**src/rtl/bcd_pkg.sv**
```systemverilog
// Shared definitions for the BCD <-> binary converters.
package bcd_pkg;

  // Largest legal BCD digit, correction threshold and correction amount.
  localparam int BCD_MAX_DIGIT  = 9;
  localparam int BCD_ADJ_THRESH = 8;
  localparam int BCD_ADJ_VAL    = 3;

  // Converter FSM encoding.
  typedef enum logic [1:0] {
    S_IDLE  = 2'd0,
    S_SHIFT = 2'd1,
    S_SUB   = 2'd2
  } bcd_state_e;

  // Minimum binary width able to hold 10^n_digits - 1.
  function automatic int bcd_bin_width(input int n_digits);
    longint unsigned max_val;
    int w;
    max_val = 1;
    w = 1;
    for (int i = 0; i < n_digits; i++) begin
      max_val = max_val * 10;
    end
    max_val = max_val - 1;
    while ((max_val >> w) != 0) begin
      w++;
    end
    return w;
  endfunction

endpackage

```
**src/rtl/bin_from_bcd.sv**
```systemverilog
// Serial BCD-to-binary converter (reverse double dabble).
//
// state   | meaning
// --------+---------------------------------------------------------------
// S_IDLE  | collect digits into slots; MSD strobe starts a conversion
// S_SHIFT | shift {digits, bin} right by one; last shift publishes result
// S_SUB   | correct one digit per cycle (>= 8 -> minus 3), walking LSD..MSD
module bin_from_bcd
  import bcd_pkg::*;
#(
  parameter int BIN_VAL_WIDTH = 14,
  parameter int DEC_DIGITS    = 4
) (
  input  logic                     clk,
  input  logic                     rst,
  input  logic [3:0]               digit_i,
  input  logic [DEC_DIGITS-1:0]    digit_strb_i,
  output logic                     ready_o,
  output logic [BIN_VAL_WIDTH-1:0] bin_val_o,
  output logic                     valid_o,
  output logic                     err_o
);

  localparam int SR_W = DEC_DIGITS * 4 + BIN_VAL_WIDTH;
  localparam int LC_W = $clog2(BIN_VAL_WIDTH);
  localparam int DI_W = $clog2(DEC_DIGITS);
  localparam logic [LC_W-1:0] LOOP_LAST  = LC_W'(BIN_VAL_WIDTH - 1);
  localparam logic [DI_W-1:0] DIGIT_LAST = DI_W'(DEC_DIGITS - 1);

  // Reject parameter sets where the result cannot hold every decimal value.
  if (BIN_VAL_WIDTH < bcd_bin_width(DEC_DIGITS) || BIN_VAL_WIDTH < 2 || DEC_DIGITS < 2) begin : g_bad_param
    $error("bin_from_bcd: BIN_VAL_WIDTH too small for DEC_DIGITS");
  end

  bcd_state_e               state_q, state_d;
  logic [SR_W-1:0]          sr_q, sr_d;
  logic [LC_W-1:0]          loop_cnt_q, loop_cnt_d;
  logic [DI_W-1:0]          digit_idx_q, digit_idx_d;
  logic                     err_q, err_d;
  logic [BIN_VAL_WIDTH-1:0] bin_val_q, bin_val_d;
  logic                     valid_q, valid_d;
  logic                     err_out_q, err_out_d;

  logic [SR_W-1:0] shifted;
  logic [3:0]      cur_dig;
  logic            fin_err;
  int              dig_base;

  // Next-state, datapath and result computation.
  always_comb begin
    state_d     = state_q;
    sr_d        = sr_q;
    loop_cnt_d  = loop_cnt_q;
    digit_idx_d = digit_idx_q;
    err_d       = err_q;
    bin_val_d   = bin_val_q;
    valid_d     = 1'b0;
    err_out_d   = err_out_q;
    shifted     = sr_q >> 1;
    dig_base    = BIN_VAL_WIDTH + 4 * int'(digit_idx_q);
    cur_dig     = sr_q[dig_base +: 4];
    fin_err     = err_q | (|shifted[SR_W-1:BIN_VAL_WIDTH]);

    case (state_q)
      S_IDLE: begin
        for (int k = 0; k < DEC_DIGITS; k++) begin
          if (digit_strb_i[k]) begin
            sr_d[BIN_VAL_WIDTH + 4 * k +: 4] = digit_i;
          end
        end
        if (|digit_strb_i) begin
          if (!$onehot(digit_strb_i)) err_d = 1'b1;
          if (digit_i > 4'(BCD_MAX_DIGIT)) err_d = 1'b1;
        end
        if (digit_strb_i[DEC_DIGITS-1]) begin
          sr_d[BIN_VAL_WIDTH-1:0] = '0;
          state_d = S_SHIFT;
        end
      end

      S_SHIFT: begin
        sr_d = shifted;
        if (loop_cnt_q == LOOP_LAST) begin
          // Leftover digit bits mean the input was not valid BCD.
          loop_cnt_d = '0;
          bin_val_d  = fin_err ? '0 : shifted[BIN_VAL_WIDTH-1:0];
          err_out_d  = fin_err;
          valid_d    = 1'b1;
          sr_d[SR_W-1:BIN_VAL_WIDTH] = '0;
          err_d      = 1'b0;
          state_d    = S_IDLE;
        end else begin
          loop_cnt_d = loop_cnt_q + LC_W'(1);
          state_d    = S_SUB;
        end
      end

      S_SUB: begin
        if (cur_dig >= 4'(BCD_ADJ_THRESH)) begin
          sr_d[dig_base +: 4] = cur_dig - 4'(BCD_ADJ_VAL);
        end
        if (digit_idx_q == DIGIT_LAST) begin
          digit_idx_d = '0;
          state_d     = S_SHIFT;
        end else begin
          digit_idx_d = digit_idx_q + DI_W'(1);
        end
      end

      default: state_d = S_IDLE;
    endcase
  end

  // State and output registers with synchronous reset.
  always_ff @(posedge clk) begin
    if (rst) begin
      state_q     <= S_IDLE;
      sr_q        <= '0;
      loop_cnt_q  <= '0;
      digit_idx_q <= '0;
      err_q       <= 1'b0;
      bin_val_q   <= '0;
      valid_q     <= 1'b0;
      err_out_q   <= 1'b0;
    end else begin
      state_q     <= state_d;
      sr_q        <= sr_d;
      loop_cnt_q  <= loop_cnt_d;
      digit_idx_q <= digit_idx_d;
      err_q       <= err_d;
      bin_val_q   <= bin_val_d;
      valid_q     <= valid_d;
      err_out_q   <= err_out_d;
    end
  end

  assign ready_o   = (state_q == S_IDLE);
  assign bin_val_o = bin_val_q;
  assign valid_o   = valid_q;
  assign err_o     = err_out_q;

endmodule

```
**config.mk**
```make
export PLATFORM = sky130hd
export DESIGN_NAME = bin_from_bcd
export DESIGN_NICKNAME = d
export VERILOG_FILES = /design/src/rtl/bcd_pkg.sv /design/src/rtl/bin_from_bcd.sv
export SDC_FILE = /design/constraint.sdc
export NUM_CORES = 1
export LEC_CHECK = 0
export BUFFER_PORTS_ARGS = -buffer_cell sky130_fd_sc_hd__buf_2
export CAP_MARGIN = 20
export CORE_MARGIN = 2
export CORE_UTILIZATION = 54
export CTS_CLUSTER_DIAMETER = 80
export DETAILED_ROUTE_END_ITERATION = 7
export GPL_ROUTABILITY_DRIVEN = 1
export GPL_TIMING_DRIVEN = 0
export PLACE_DENSITY = 0.71
export SYNTH_ARGS = -nofsm -noshare
export SYNTH_HDL_FRONTEND = slang
export SYNTH_SLANG_ARGS = --single-unit
```
**constraint.sdc**
```tcl
create_clock -name clk -period 3.48 [get_ports clk]
set_clock_uncertainty 0.2 [all_clocks]
set_input_delay 0.174 -clock clk [delete_from_list [all_inputs] [get_ports clk]]
set_output_delay 0.174 -clock clk [all_outputs]
set_load 0.02 [all_outputs]
```
==> results.md, run 1 <==
- Status: finished clean
- Grt met3 use: 7.47%
- Post-synth EDFFs: 0
- YS warnings: 0
- GRT busiest layer: met2
- Post-synth ARST share: 0%
- Final Instance Area: approximately 0.0036 mm2
- Yosys top cell area share: 33.2%
- Hold path startpoint: digit_strb_i[2]
- Final net count: ~440
- Final wirelength: 9.72 mm
- Fin. Hold Viols: 0
- Most common cell in the netlist: dfxtp_1
- Die area: 0.00666 mm2
- H-tree Lvls: 2
- Setup Crit Path Kind: register to register
- Avg Cell Area, Syn: 8.45 um2
- Fin crit share: 95.3%
- Worst Hold Depth: 4
- Worst Hold End: sr_q[25]
- Number of diodes: 0
- Post-Syn Instances: about 390
- Worst EP required: 3.53 ns
- Top-Level Pins: 27
- First-pass GRT wire length: between 15 and 20 mm
- Placer congestion estimate: 0.974
- Worst setup margin: 0.162 ns
- VDD IR max: 0.477 mV
- GR Util All Layers: a little under a third
- Hpwl dp: approximately 7 mm
- Clk Latency, worst-skew pair: 0.32 ns
- DP Cell Count: around 490
- Critical path capture point type: register
- First drt pass iteration count: 5
- Post-synth top area cell: dfxtp_1
- Reg2reg setup slack: between 0.15 and 0.2 ns
- Initial antenna violation count: 0
- Vias: 3,263
- CTS root buf: clkbuf_8
- Placed cell areas: 0.00347 mm2
- Met1 GRT Util: 41.7%
- Area grow syn2layout: 9.30%
- Clock Pin Slew Worst Setup and Hold Paths: ~0.10 ns
- Post-CTS Setup Bufs: 0
- Count of cell types in the netlist: 56
- Synth area leaders: dfxtp_1 33%, ha_1 6.2%, a22o_1 5.4%, nand2_1 4.3%, o21ai_0 4.2%
- RSZ-0062 raised after global routing: no
- Worst Path Max Fanout: 10
- Die Width: 81.6 um
- Max Buffers Root-to-Sink: 2
- Post-route DRC: 0
- ANT nets after route: 0
- Ratio of cells with drive above 1 in the final layout: 12.5%
- Via/cell ratio: 6.63
- Reg2Reg Depth: 9
- Total clock sinks: 54
- Mapped Nets: about 410
- R2R Path End: sr_q[19]
- Port bufs: 25
- Vias in the first global route: 2,983
- Worst Hold Class: input port to register
- Critical Path AT: 3.37 ns
- Avg WL per Cell: 19.8 um
- R2R Path Start: digit_idx_q[0]
- Cell area after synthesis: 0.00325 mm2
- Post-Layout Cell Count: 492
- P per Cell Area: 758 mW/mm2
- Final Power: between 2 and 3 mW
- Met2 Usage GRT: approximately 47%
- Total CTS buffers: 5
- Max Cap Viol: 0
- Slew HR: between 20 and 30%
- CP Launch Type: register
- TritonCTS clock tree: built
- Post-route setup TNS: 0 ns
- Site row count: 28
- Prevailing post-synth register cell: dfxtp_1
- Synthesis-stage register bit count: 54
- Initial core utilization: 55.3%
- Final setup violation count: 0
- Total grt overflow: 0
- Min Tclk post-route: roughly 3.3 ns
- Slew Limit Fails: 0
- Worst-Margin Slew: 1.05 ns
- Die Span Y: 81.6 um
- Largest net degree at the start of global routing: 17
- Core Area: between 0.005 and 0.006 mm2
- Detailed Route Iter0 Violations: between 300 and 400
- Max Freq: 0.301 GHz
- Sequential share of the synthesized area: 33.2%
- Worst setup slack after placement: 0.236 ns
- Static leakage: approximately 1.3 nW
- Top cells by count, synth: 54 x dfxtp_1, 37 x nand2_1, 28 x nor2_1
[per-layer routing]
metal / up-vias / routed length [um] / part of all wire, %
met4: 0 / 237 / 2.4
met1: 1522 / 4290 / 44
li1: 1533 / - / -
met5: - / 0 / 0
met2: 181 / 4280 / 44
met3: 27 / 917 / 9.4
[cells in the final DEF (no fill, tap or decap), types with 3 or more instances in the layout]
cell type / instances
nor2_1: 28
nor2b_1: 9
a32oi_1: 3
o32ai_1: 4
a2111o_1: 3
a211oi_1: 9
buf_2: 27
a221oi_1: 12
inv_1: 17
a21oi_1: 18
ha_1: 16
xnor2_1: 3
a31o_2: 8
mux4_2: 4
nor3b_1: 7
clkbuf_1: 17
clkbuf_8: 5
buf_1: 3
o21ai_0: 27
a22oi_1: 6
a31oi_1: 5
nand2_1: 37
nor3_1: 9
nand2b_1: 5
nand3_1: 11
o311a_1: 3
dfxtp_1: 54
a22o_1: 20
nand4_1: 3
nor4_1: 5
clkinv_1: 3
[stage by stage]
| step | util, % | hold slack [ns] |
|---|---|---|
| global route | 60.4 | 0.173 |
| CTS | 60.4 | 0.133 |
| detailed placement | 59.0 | 0.263 |
| finish | 60.4 | 0.131 |
| floorplan | - | 0.236 |
| global placement | 59.0 | 0.255 |
[what timing repair did]
item | CTS | global route
hold buffers | 0 | 0
hold endpoints to repair | 0 | 0
resized for setup | 0 | 2
endpoints found under the setup margin | 0 | 4
[cells by family (layout without fill, tap and decap cells)]
group	Yosys count	count (layout)	synth area share, %
flops	54	54	33.2
mux	6	6	3.38
xor+xnor	4	4	1.08
compound gates	136	136	31.3
fa+ha+maj	17	17	6.77
buf+inv	44	76	5.38
simple gates	124	124	18.8
[critical path, stage by stage, from the launching register on]
cell and delay, ns:
dfxtp_1 0.52, buf_6 0.20, mux4_2 0.56, buf_2 0.23, ha_1 0.43, nor2b_1 0.36
a41o_1 0.22, a221oi_1 0.08, or3_1 0.33, a21oi_1 0.13
[how the worst max path moves through the flow]
stage	start	endpoint	slack, ns	cells after the start
2_1_floorplan	digit_idx_q[0]	sr_q[23]	0.68	9
3_3_place_gp	digit_idx_q[0]	sr_q[19]	0.22	9
3_5_place_dp	digit_idx_q[0]	sr_q[5]	0.24	10
4_1_cts	digit_idx_q[0]	sr_q[19]	0.22	9
5_1_grt	digit_idx_q[0]	sr_q[19]	0.06	9
6_report	digit_idx_q[0]	sr_q[19]	0.16	9
[registers in the layout (all words and copies together) (netlist names)]
| register | flops |
|---|---|
| bin_val_o | 14 |
| err_q | 1 |
| sr_q | 29 |
| valid_o | 1 |
| loop_cnt_q | 4 |
| err_o | 1 |
| digit_idx_q | 2 |
| state_q | 2 |
[where the power goes]
part | internal (mW) | total (mW) | switching (mW) | leakage, nW
clock | 0.140 | 0.361 | 0.222 | 0.0444
combinational | 0.506 | 1.44 | 0.934 | 0.830
sequential | 0.729 | 0.895 | 0.166 | 0.439
total | 1.37 | 2.70 | 1.32 | 1.31
[layout make-up]
class                   count  area, um2
flip-flops and latches     54       1080
plain buffers              24        101
clock buffers               5       68.8
clock inverters             2       13.8
inverters                  20       75.1
repair buffers             25        125
fillers                   571       2330
well taps                  75       93.8
multi-input cells         287       2000
(Power assumes the default switching activity.)
==> run 2, diff against run 1 <==
- REMOVE_ABC_BUFFERS: not set -> 1
==> run 2 against run 1 <==
Effect of this change:
- largest cell class unchanged
- routed wire length shrank 11%
- worst hold slack improved by 0.0030 ns
- largest power group unchanged
- non-clock buffer count down 22
- maximum frequency up 3.2%
- setup slack gained 0.10 ns
==> results.md, run 2 (synthesis gave the netlist of run 1 again) <==
- Status: finished clean
- Final wirelength: 8.61 mm (-11%)
- Met2 wire len: 3.92 mm (-8.3%)
- Met3 wire length: 552 um (-40%)
- Initial antenna violation count: 0 (unchanged)
- Slowest CP cell: ha_1
- Total grt overflow: 0 (unchanged)
- Max Buffers Root-to-Sink: 2 (unchanged)
- M1 WL: 3.92 mm (-8.7%)
- Via/cell ratio: 6.57 (-0.92%)
- Top-Level Pins: 27 (unchanged)
- Post-Layout Cell Count: 471 (-4.3%)
- Hpwl dp: 6.03 mm (-14%)
- CTS Hold Buffers Added: 0 (unchanged)
- CP Launch Type: register
- Detailed Route Iter0 Violations: 241 (-28%)
- First drt pass iteration count: 5 (unchanged)
- Worst-Margin Slew: 1.06 ns (+0.0121 ns)
- P per Cell Area: 743 mW/mm2 (-1.9%)
- Site row count: 28 (unchanged)
- Worst EP required: 3.46 ns (-0.07 ns)
- Final net count: 422 (-5.0%)
- Reg2reg setup slack: 0.27 ns (+0.10 ns)
- Worst setup path startpoint: state_q[0]
- VDD IR max: 0.367 mV (-23%)
- Die Span Y: 81.6 um (unchanged)
- Max Freq: 0.311 GHz (+3.2%)
- Vias in the first global route: 2,782 (-6.7%)
- Slew Limit Fails: 0 (unchanged)
- DP Cell Count: 463 (-4.5%)
- Final Instance Area: 0.00348 mm2 (-2.0%)
- Worst Hold Class: input port to register
- Post-route setup TNS: 0 ns (unchanged)
- CP max stage delay: 0.80 ns (+0.24 ns)
- Clk Latency, worst-skew pair: 0.32 ns (about the same)
- Placed cell areas: 0.00338 mm2 (-2.6%)
- Top sig layer: met4
- H-tree Lvls: 2 (unchanged)
- Final Power: 2.59 mW (-3.9%)
- Static leakage: 1.28 nW (-2.8%)
- Worst Setup EP: sr_q[13]
- Initial core utilization: 55.3% (unchanged)
- Number of diodes: 0 (unchanged)
- Clock Pin Slew Worst Setup and Hold Paths: 0.11 ns (about the same)
- GR Util All Layers: 26.6% (-3.9 points)
- Critical path capture point type: register
- Post-route DRC: 0 (unchanged)
- Core Area: 0.00589 mm2 (unchanged)
- Min Tclk post-route: 3.21 ns (-0.104 ns)
- Ratio of cells with drive above 1 in the final layout: 13.6% (+1.2 points)
- Largest net degree at the start of global routing: 36 (+19)
- Worst setup slack after placement: -0.160 ns (-0.396 ns)
- Area grow syn2layout: 7.07%
- Die area: 0.00666 mm2 (unchanged)
- Post-CTS sizing: 2 (+2)
- ANT nets after route: 0 (unchanged)
- Worst Path Max Fanout: 24 (+14)
- Total CTS buffers: 5 (unchanged)
- Leading cell types in the layout, fill and taps excluded: 53 x dfxtp_1, 37 x nand2_1, 28 x nor2_1
- Reg2Reg Depth: 7 (-2)
- CTS root buf: clkbuf_8
- Final setup violation count: 0 (unchanged)
- Worst-path cell chain: inv_1, ha_1, clkinv_2, o211ai_2, nor2_1, o21ai_0, a211oi_1
- Fin. Hold Viols: 0 (unchanged)
- Slew HR: 29.0% (-0.81 points)
- R2R Path Start: state_q[0]
- Placer congestion estimate: 0.882 (-9.5%)
- Avg WL per Cell: 18.3 um (-7.5%)
- Max Cap Viol: 0 (unchanged)
- Top reg by flops: sr_q
- Fillers: 565 (-1.1%)
- RSZ-0062 raised after global routing: no
- Vias: 3,095 (-5.1%)
- Post-CTS Setup Bufs: 0 (unchanged)
- First-pass GRT wire length: 13.8 mm (-10%)
- Worst setup margin: 0.267 ns (+0.104 ns)
- Critical Path AT: 3.19 ns (-0.18 ns)
- TritonCTS clock tree: built
- Commonest non-fill, non-tap cell in the layout: dfxtp_1
- Port bufs: 26 (+4.0%)
- R2R Path End: sr_q[13]
- Largest register FFs: 29 (unchanged)
- Total clock sinks: 54 (unchanged)
- Fin crit share: 92.3% (-3.0 points)
- Die Width: 81.6 um (unchanged)
- Setup Crit Path Kind: register to register
[run 2: cell types whose count changed in the layout (fill, tap and decap cells not counted), sizes merged]
cell / delta
buf: -4
clkbuf: -18
clkinv: -1
clkinvlp: +2
[run 2: worst min path at each step]
| stage | startpoint | endpoint | slack (ns) | depth (start not counted) |
|---|---|---|---|---|
| global route | digit_i[1] | sr_q[15] | 0.14 | 3 |
| floorplan | rst | sr_q[11] | 0.04 | 1 |
| detailed placement | bin_val_o[7] | bin_val_o[7] | 0.26 | 1 |
| global placement | sr_q[1] | bin_val_o[0] | 0.25 | 1 |
| finish | digit_i[1] | sr_q[15] | 0.13 | 3 |
| CTS | digit_i[1] | sr_q[15] | 0.13 | 3 |
[run 2: worst max-delay path, delay by kind of cell, from the launching register on]
family                   cells  cell delay [ns]
buffers and inverters        2             0.60
AND/OR/NAND/NOR              1             0.15
flip-flops                   1             0.36
AO/OA/AOI/OAI                3             0.96
adder cells (fa/ha/maj)      1             0.80
[run 2: where the power goes]
group	internal (mW)	switching [mW]	leakage [nW]
registers	0.729	0.171	0.440
logic	0.476	0.844	0.797
clock network	0.144	0.226	0.0408
total	1.35	1.24	1.28
[run 2: final cells by class]
cell class / instances / area, um2 / share of cell area, %
flip-flops and latches: 54 / 1080 / 31.1
clock buffers: 5 / 68.8 / 1.97
multi-input cells: 287 / 2000 / 57.5
repair buffers: 27 / 135 / 3.88
inverters: 20 / 76.3 / 2.19
clock inverters: 3 / 23.8 / 0.682
well taps: 75 / 93.8 / 2.69
[run 2: per-stage QoR]
step                hold slack, ns  util (%)
floorplan                   0.0431         -
global placement             0.251      57.4
detailed placement           0.263      57.5
CTS                          0.133      59.2
global route                 0.142      59.2
finish                       0.134      59.2
[run 2: layer usage]
layer | vias up | global-route usage (%)
li1 | 1480 | -
met3 | 25 | 4.51
met1 | 1451 | 35.2
met2 | 139 | 44.1
met5 | - | 0
met4 | 0 | 9.00
